==> src/rtl/alu_mul_seq_if.sv <==
// Operand/result bundle between the execute stage and the iterative multiplier.
// master = execute stage driving operands, slave = alu_mul_seq.
interface alu_mul_seq_if #(
    parameter int unsigned WIDTH = 24
);
    logic             Start;
    logic             Sign;
    logic [WIDTH-1:0] A;
    logic [WIDTH-1:0] B;
    logic [WIDTH-1:0] Result;
    logic [WIDTH-1:0] ResultHi;
    logic             Busy;
    logic             Done;
    logic             Stall;

    modport master (
        output Start, Sign, A, B,
        input  Result, ResultHi, Busy, Done, Stall
    );

    modport slave (
        input  Start, Sign, A, B,
        output Result, ResultHi, Busy, Done, Stall
    );
endinterface

==> src/rtl/alu_mul_seq.sv <==
// Iterative shift-add multiplier producing a 2*WIDTH product; stalls the pipeline while busy.
// Optional MUL_EARLY_EXIT_EN ends the run once the remaining multiplier bits are all zero.
module alu_mul_seq #(
    parameter int unsigned WIDTH = 24,
    parameter int unsigned CNT_W = 5
) (
    input logic         CLK,
    input logic         RST_N,
    alu_mul_seq_if.slave bus
);
    typedef enum logic [1:0] {StIdle, StRun, StDone} state_e;

    state_e             state_q, state_d;
    logic [CNT_W-1:0]   cnt_q, cnt_d;
    logic [WIDTH-1:0]   mcand_q, mcand_d;
    logic [WIDTH-1:0]   mplier_q, mplier_d;
    logic [2*WIDTH-1:0] acc_q, acc_d;
    logic [2*WIDTH-1:0] res_q, res_d;
    logic               neg_q, neg_d;

    logic [WIDTH-1:0]   a_mag, b_mag;
    logic [WIDTH:0]     sum;
    logic [2*WIDTH-1:0] acc_step;
    logic [WIDTH-1:0]   mplier_step;
    logic [2*WIDTH-1:0] acc_final;
    logic               last_iter;

    assign a_mag = (bus.Sign && bus.A[WIDTH-1]) ? (~bus.A + 1'b1) : bus.A;
    assign b_mag = (bus.Sign && bus.B[WIDTH-1]) ? (~bus.B + 1'b1) : bus.B;

    // Add into the upper half, keep the carry, and shift the whole accumulator right.
    always_comb begin
        sum         = {1'b0, acc_q[2*WIDTH-1:WIDTH]} + (mplier_q[0] ? {1'b0, mcand_q} : '0);
        acc_step    = {sum, acc_q[WIDTH-1:1]};
        mplier_step = mplier_q >> 1;
    end

`ifdef MUL_EARLY_EXIT_EN
    // Skipped iterations would only shift zeros in; apply them all at once.
    assign last_iter = (cnt_q == CNT_W'(WIDTH - 1)) || (mplier_step == '0);
    assign acc_final = acc_step >> (CNT_W'(WIDTH - 1) - cnt_q);
`else
    assign last_iter = (cnt_q == CNT_W'(WIDTH - 1));
    assign acc_final = acc_step;
`endif

    always_ff @(posedge CLK or negedge RST_N) begin
        if (!RST_N) begin
            state_q <= StIdle;
        end else begin
            state_q <= state_d;
        end
    end

    always_comb begin
        state_d = state_q;
        unique case (state_q)
            StIdle:  if (bus.Start) state_d = StRun;
            StRun:   if (last_iter) state_d = StDone;
            StDone:  state_d = StIdle;
            default: state_d = StIdle;
        endcase
    end

    always_comb begin
        bus.Busy     = (state_q != StIdle);
        bus.Done     = (state_q == StDone);
        bus.Stall    = (state_q != StIdle) || (bus.Start && (state_q == StIdle));
        bus.Result   = res_q[WIDTH-1:0];
        bus.ResultHi = res_q[2*WIDTH-1:WIDTH];
    end

    always_comb begin
        cnt_d    = cnt_q;
        mcand_d  = mcand_q;
        mplier_d = mplier_q;
        acc_d    = acc_q;
        res_d    = res_q;
        neg_d    = neg_q;
        unique case (state_q)
            StIdle: begin
                if (bus.Start) begin
                    mcand_d  = a_mag;
                    mplier_d = b_mag;
                    neg_d    = bus.Sign & (bus.A[WIDTH-1] ^ bus.B[WIDTH-1]);
                    acc_d    = '0;
                    cnt_d    = '0;
                end
            end
            StRun: begin
                acc_d    = acc_step;
                mplier_d = mplier_step;
                cnt_d    = cnt_q + 1'b1;
                if (last_iter) begin
                    res_d = neg_q ? (~acc_final + 1'b1) : acc_final;
                end
            end
            default: ;
        endcase
    end

    always_ff @(posedge CLK or negedge RST_N) begin
        if (!RST_N) begin
            cnt_q    <= '0;
            mcand_q  <= '0;
            mplier_q <= '0;
            acc_q    <= '0;
            res_q    <= '0;
            neg_q    <= 1'b0;
        end else begin
            cnt_q    <= cnt_d;
            mcand_q  <= mcand_d;
            mplier_q <= mplier_d;
            acc_q    <= acc_d;
            res_q    <= res_d;
            neg_q    <= neg_d;
        end
    end
endmodule

==> src/flat_wrapper.sv <==
// flat-port wrapper written by rule: the top's interface ports become plain ports
module alu_mul_seq_flat 
#(
    parameter int unsigned WIDTH = 24,
    parameter int unsigned CNT_W = 5
)
  (CLK, RST_N, bus_Start, bus_Sign, bus_A, bus_B, bus_Result, bus_ResultHi, bus_Busy, bus_Done, bus_Stall);
  alu_mul_seq_if #(.WIDTH(WIDTH)) bus_i ();
  input logic CLK;
  input logic RST_N;
  input wire logic [$bits(bus_i.Start)-1:0] bus_Start;
  input wire logic [$bits(bus_i.Sign)-1:0] bus_Sign;
  input wire logic [$bits(bus_i.A)-1:0] bus_A;
  input wire logic [$bits(bus_i.B)-1:0] bus_B;
  output wire logic [$bits(bus_i.Result)-1:0] bus_Result;
  output wire logic [$bits(bus_i.ResultHi)-1:0] bus_ResultHi;
  output wire logic [$bits(bus_i.Busy)-1:0] bus_Busy;
  output wire logic [$bits(bus_i.Done)-1:0] bus_Done;
  output wire logic [$bits(bus_i.Stall)-1:0] bus_Stall;
  assign bus_i.Start = bus_Start;
  assign bus_i.Sign = bus_Sign;
  assign bus_i.A = bus_A;
  assign bus_i.B = bus_B;
  assign bus_Result = bus_i.Result;
  assign bus_ResultHi = bus_i.ResultHi;
  assign bus_Busy = bus_i.Busy;
  assign bus_Done = bus_i.Done;
  assign bus_Stall = bus_i.Stall;
  alu_mul_seq #(.WIDTH(WIDTH), .CNT_W(CNT_W)) u_core (.CLK(CLK), .RST_N(RST_N), .bus(bus_i));
endmodule
==> config.mk <==
export PLATFORM = sky130hd
export DESIGN_NAME = alu_mul_seq_flat
export DESIGN_NICKNAME = d
export VERILOG_FILES = /design/src/rtl/alu_mul_seq_if.sv /design/src/rtl/alu_mul_seq.sv /design/src/flat_wrapper.sv
export SDC_FILE = /design/constraint.sdc
export NUM_CORES = 1
export LEC_CHECK = 0
export CORE_UTILIZATION = 62
export CTS_CLUSTER_SIZE = 10
export DETAILED_ROUTE_END_ITERATION = 10
export PLACE_DENSITY = 0.94
export RECOVER_POWER = 25
export SLEW_MARGIN = 20
export SYNTH_ARGS = -nofsm -noshare
export SYNTH_HDL_FRONTEND = slang
export SYNTH_SLANG_ARGS = --single-unit
==> constraint.sdc <==
create_clock -name CLK -period 6.8 [get_ports CLK]
set_clock_uncertainty 0.1 [all_clocks]
set_input_delay 1.02 -clock CLK [delete_from_list [all_inputs] [get_ports CLK]]
set_output_delay 1.02 -clock CLK [all_outputs]
set_load 0.005 [all_outputs]
==> results of run 1 <==
[cell usage after synthesis, types with 4 or more instances]
master    instances  share of area (%)
a211oi_1          7               0.57
a21o_1           10               0.82
a21oi_1          38                2.1
a22o_1            5               0.48
a22oi_1          22                1.8
a31oi_1           6               0.41
and2_1           30                2.1
buf_1             7               0.29
clkbuf_1         54                2.2
dfrtp_1         151                 41
ha_1             28                3.8
inv_1            18               0.74
nand2_1         192                7.9
nand3_1          38                2.1
nand4_1           5               0.34
nor2_1           44                1.8
nor2b_1           4               0.27
nor3_1           16               0.88
nor4_1            6               0.41
o211ai_1          5               0.41
o21a_1            4               0.33
o21ai_0         144                7.9
o21ai_1          29                1.6
o31ai_1          22                1.8
o41ai_1          10               0.96
or3_1             7               0.48
or4_1            11               0.90
xnor2_1          43                4.1
xor2_1           60                5.7
[logic make-up (layout without fill, tap and decap cells)]
family	Yosys count	in the layout	share of synthesized area (%)
flops	151	151	41.30
buf+inv	80	163	3.295
compound gates	323	323	21.50
simple gates	378	378	19.65
fa+ha+maj	29	29	4.048
xor+xnor	103	103	9.859
mux	3	3	0.3555
[power by group]
part / internal (mW) / total (mW) / switching [mW]
combinational: 0.964 / 2.37 / 1.41
sequential: 1.25 / 1.56 / 0.310
clock: 0.669 / 1.06 / 0.394
total: 2.88 / 5.00 / 2.11
[sequential cells by signal (all words and copies together), names as in the netlist]
name / cells
u_core.res_q: 48
u_core.acc_q: 47
u_core.mcand_q: 24
u_core.mplier_q: 24
u_core.cnt_q: 5
u_core.state_q: 2
u_core.neg_q: 1
[routing by layer]
| layer | share of wire, % | up-vias | wire, µm | global-route usage, % |
|---|---|---|---|---|
| li1 | - | 3935 | - | - |
| met1 | 43 | 3933 | 9893 | 44.66 |
| met2 | 48 | 405 | 10870 | 51.40 |
| met3 | 7.5 | 43 | 1713 | 5.443 |
| met4 | 1.7 | 0 | 386 | 10.32 |
| met5 | 0 | - | 0 | 0 |
[worst reg2reg max path: stages (launching register included)]
cell and delay (ns):
dfrtp_1 0.74, and2_1 0.24, ha_1 0.29, a21oi_1 0.34, o22ai_1 0.22, or4_1 0.42
o211ai_1 0.40, o211ai_1 0.21, nor4_1 0.41, or3b_4 0.46, nor4b_2 0.30, or4_1 0.18
nand3_1 0.09
[final timing paths]
path / startpoint / end / slack (ns) / cells after the start
setup / recovery: u_core.mplier_q[0] / u_core.res_q[47] / 2.26 / 12
hold / removal: u_core.mcand_q[3] / u_core.mcand_q[3] / 0.37 / 2
setup reg to reg: u_core.mplier_q[0] / u_core.res_q[47] / 2.26 / 12
hold reg to reg: u_core.mcand_q[3] / u_core.mcand_q[3] / 0.37 / 2
max in group asynchronous: RST_N / u_core.mcand_q[3] / 4.80 / 2
min in group asynchronous: RST_N / u_core.res_q[42] / 0.60 / 1
[final cells by class]
type                    count  area (µm²)
fillers                  1013        3556
clock buffers              20       446.7
inverters                  18       67.56
repair buffers            113        1105
clock inverters            12       212.7
flip-flops and latches    151        3779
well taps                 184       230.2
multi-input cells         836        5082
[per-stage QoR]
stage               worst slack [ns]  power (mW)  hold WS, ns
finish                         2.264       4.996       0.3725
global route                   1.843       5.330       0.4028
CTS                            2.326       4.957       0.3758
detailed placement             2.395       3.843       0.3626
global placement               2.631       3.733       0.3552
floorplan                      3.027       3.133       0.3376
==> run metrics, run 1 <==
status=complete, no violations; non-filler cells, final=1334; Worst EP required=7.01 ns; Tightest Pin Transition=0.9754 ns; Fin. Hold Viols=0; Arr. time, crit path=4.74 ns; clk root buf=clkbuf_16; fin crit period=4.536 ns; postcts setup bufs=0; Pleak=4.673 nW; Async SR Flop Fraction=100.0%; Post-Synthesis Cells=1067; first-pass GRT wire length=37.94 mm; Crit path max-delay family=simple AND/OR/NAND/NOR gates; vias in the first global route=7754; drt initial violations=871; number of buffers created by CTS=17; drt pass-1 iters=5; cts hold-fix bufs=0; largest net degree at the start of global routing=103; maxcap violations=0; Syn-to-layout area delta=19.38%; CP Buf/Inv Count=0; Syn Area/Cell=8.575 µm²; CP endpoint kind=flop; io pins=103; Worst Hold Class=reg2reg; Core Area=0.01448 mm²; clock sinks=151; Design Area, Final=0.01092 mm²; critical path's largest stage delay=0.74 ns; period utilisation layout=66.71%; die height=123.5 µm; headroom to the max-slew limit=34.53%; commonest non-fill, non-tap cell in the layout=nand2_1; Slowest-stage cell, CP=dfrtp_1; clock transition at the registers of the reported paths=0.07 ns; total track usage=32.17%; ANT cells=0; Setup TNS Final=0 ns; WL final=22.86 mm; die area=0.01525 mm²; Post-Syn Nets=1148; DR DRC count=0; clock buffer depth=2; most frequent cells in the layout=nand2_1, dfrtp_1, o21ai_0; number of synthesized flops with an enable pin=0; Worst-Skew Late Latency=0.44 ns; CTS tree=built; sequential area share after synthesis=41.30%; Critical Path, Cell by Cell=and2_1 -> ha_1 -> a21oi_1 -> o22ai_1 -> or4_1 -> o211ai_1 -> o211ai_1 -> nor4_1 -> or3b_4 -> nor4b_2 -> or4_1 -> nand3_1; maximum clock rate=220.4 MHz; Worst setup SP type=flop; H-tree depth=4; antenna violations before repair=0; # setup viols final=0; maximum vdd drop=0.2579 mV; placed insts=1302; nets=1218; Routed Antenna Nets=0; FP Rows=44; synth unique cells=67; Via density=6.234; GRT Residual Overflow=0; routed vias=8316; RSZ-0062 raised after global routing=no; Setup CP Type=reg2reg; register bit total from synthesis=151; pins over their slew limit=0; Ys Warns=0; DP Wirelength=15.19 mm; port bufs=102; Synth Cell Area=0.009150 mm²; routability cong.=0.9648; Most used DFF post-synth=dfrtp_1; share of cells above drive strength 1=5.130%; Die W=123.5 µm; post-CTS sizing=0; WL/cell=17.14 µm; Starting Density=63.20%; critical path fanouts, max=25; placed cell area=0.01027 mm²; final core occ=75.44%; Power Density=457.4 mW/mm²
No activity file was read; power rests on OpenSTA's default activity.
==> inputs of run 2 (changes only) <==
Settings changed: CORE_UTILIZATION 62 to 57, PLACE_DENSITY 0.94 to 0.88.
Clock period 6.8 ns to 4.7 ns, I/O delays scaled along.
==> run 2 against run 1 <==
  * The run now ends with max-capacitance violations, max-slew violations left
  * Flip-flop and latch count stayed put
  * Worst setup slack worse by 1.9 ns
  * Largest cell class unchanged
  * Fmax is 4.2% higher
  * Die area is 8.6% higher
  * Count of clock-buffer cells in the layout is 1 higher
  * Non-clock buffer count is 2 higher
==> run metrics, run 2 (synthesis results as in run 1) <==
status=finished with violations; failing checks=max-capacitance violations, max-slew violations; Largest Register=u_core.res_q; Fin. Hold Viols=0 (unchanged); critical path fanouts, max=25 (unchanged); Worst EP required=4.90 ns (-2.11 ns); die area=0.01656 mm² (+8.6%); Worst-Skew Late Latency=0.43 ns (about the same); Die W=128.7 µm (+4.2%); WHS=0.3728 ns (+0.0003300 ns); non-filler cells, final=1359 (+1.9%); clk root buf=clkbuf_16; number of buffers created by CTS=17 (unchanged); drt pass-1 iters=6 (+1); Routed Antenna Nets=0 (unchanged); Syn-to-layout area delta=18.56%; total track usage=27.89% (-4.3 points); area of the multi-input gates=0.005085 mm² (about the same); Setup CP Type=reg2reg; cts hold-fix bufs=0 (unchanged); ANT cells=0 (unchanged); combinational cell fraction of total power=49.2% (+1.7 points); H-tree depth=4 (unchanged); GRT Residual Overflow=0 (unchanged); # setup viols final=0 (unchanged); Pleak=4.618 nW (-1.2%); Worst Hold Class=reg2reg; port bufs=102 (unchanged); Core Area=0.01543 mm² (+6.6%); Arr. time, crit path=4.55 ns (-0.19 ns); clock sinks=151 (unchanged); nets=1220 (+0.16%); fin crit period=4.353 ns (-0.1837 ns); Seq pwr share=32.4% (+1.2 points); FP Rows=45 (+2.3%); headroom to the max-slew limit=-128.1% (-160 points); Worst setup SP type=flop; Starting Density=59.31% (-3.9 points); Reg area=0.003779 mm² (unchanged); routability cong.=0.8925 (-7.5%); max reg flops=48 (unchanged); share of cells above drive strength 1=5.052% (-0.078 points); maxcap violations=1 (+1); placed insts=1331 (+2.2%); post-CTS sizing=0 (unchanged); maximum clock rate=229.7 MHz (+4.2%); Power Density=637.0 mW/mm² (+39%); clock transition at the registers of the reported paths=0.06 ns (about the same); DP Wirelength=15.50 mm (+2.1%); WL/cell=16.15 µm (-5.8%); DR DRC count=0 (unchanged); most frequent cells in the layout=nand2_1, dfrtp_1, o21ai_0; commonest non-fill, non-tap cell in the layout=nand2_1; CP endpoint kind=flop; pins over their slew limit=65 (+65); Tightest Pin Transition=3.421 ns (+2.446 ns); die height=128.7 µm (+4.2%); io pins=103 (unchanged); WL final=21.94 mm (-4.0%); top flop regs=u_core.res_q: 48 flops, u_core.acc_q: 47 flops; period utilisation layout=92.61% (+26 points); Via density=6.046 (-3.0%); internal power=3.966 mW (+38%); Net Sw Frac=42.61% (+0.31 points); largest net degree at the start of global routing=65 (-37%); RSZ-0062 raised after global routing=no; drt initial violations=766 (-12%); clock buffer depth=2 (unchanged); # fillers=1231 (+22%); antenna violations before repair=0 (unchanged); CTS tree=built; Setup TNS Final=0 ns (unchanged); Switch Pwr=2.944 mW (+39%); postcts setup bufs=0 (unchanged); routed vias=8216 (-1.2%); Clock power frac=18.4% (-2.9 points); first-pass GRT wire length=36.45 mm (-3.9%); maximum vdd drop=0.4152 mV (+61%); vias in the first global route=7424 (-4.3%)
run 2: cell count changes in the layout (fill, tap and decap cells not counted), moves of 2 or more:
cell        delta
buf_2          +2
inv_6          -4
clkbuf_8       +2
clkinvlp_4     +2
bufinv_16      -4
run 2: final timing paths:
kind | depth (start not counted) | to | slack, ns | start
worst max-delay path | 12 | u_core.res_q[47] | 0.35 | u_core.mplier_q[0]
worst min register to register | 2 | u_core.res_q[10] | 0.37 | u_core.res_q[10]
worst max register to register | 12 | u_core.res_q[47] | 0.35 | u_core.mplier_q[0]
max in group asynchronous | 2 | u_core.mcand_q[21] | 0.79 | RST_N
worst min-delay path | 2 | u_core.res_q[10] | 0.37 | u_core.res_q[10]
min in group asynchronous | 1 | u_core.mplier_q[13] | 1.32 | RST_N
run 2: layout make-up:
type                       count  share of cell area (%)
timing repair buffer         115                   10.21
inverter                      18                  0.6228
clock inverter                 7                  0.6920
clock buffer                  21                   4.337
tap                          211                   2.434
sequential                   151                   34.83
multi-input combinational    836                   46.87
run 2: metrics by stage:
step	setup slack, ns	utilization [%]	power (mW)	cell area (µm²)
floorplan	0.9269	-	4.533	9150
global placement	0.5962	66.86	5.416	10310
detailed placement	0.4340	66.86	5.564	10310
CTS	0.3781	70.40	6.873	10860
global route	0.01348	70.32	7.398	10850
finish	0.3473	70.32	6.910	10850
run 2: critical path, stage by stage (launching register included):
cell and delay [ns]:
dfrtp_1 0.72, and2_1 0.22, ha_1 0.28, a21oi_1 0.34
o22ai_1 0.22, or4_1 0.42, o211ai_1 0.38, o211ai_1 0.21
nor4_1 0.36, or3b_4 0.46, nor4b_2 0.27, or4_1 0.17
nand3_1 0.08
run 2: per-layer routing:
metal / vias up / routed length [µm] / GRT usage, %
met1: 3932 / 10050 / 39.58
met3: 56 / 1429 / 5.198
li1: 3936 / - / -
met2: 292 / 9868 / 42.26
met5: - / 0 / 0
met4: 0 / 590 / 11.35
run 2: power by group through the flow:
| stage | sequential (mW) | combinational, mW | clock [mW] |
|---|---|---|---|
| floorplan | 2.10 | 2.43 | 0 |
| global placement | 2.21 | 3.20 | 0 |
| detailed placement | 2.23 | 3.33 | 0 |
| CTS | 2.23 | 3.37 | 1.28 |
| global route | 2.30 | 3.76 | 1.34 |
| finish | 2.24 | 3.40 | 1.27 |
==> inputs of run 3 (changes only) <==
Settings changed: SLEW_MARGIN 20 to default.
==> results of run 3 <==
Final layout, timing and power as in run 2 (identical DEF).
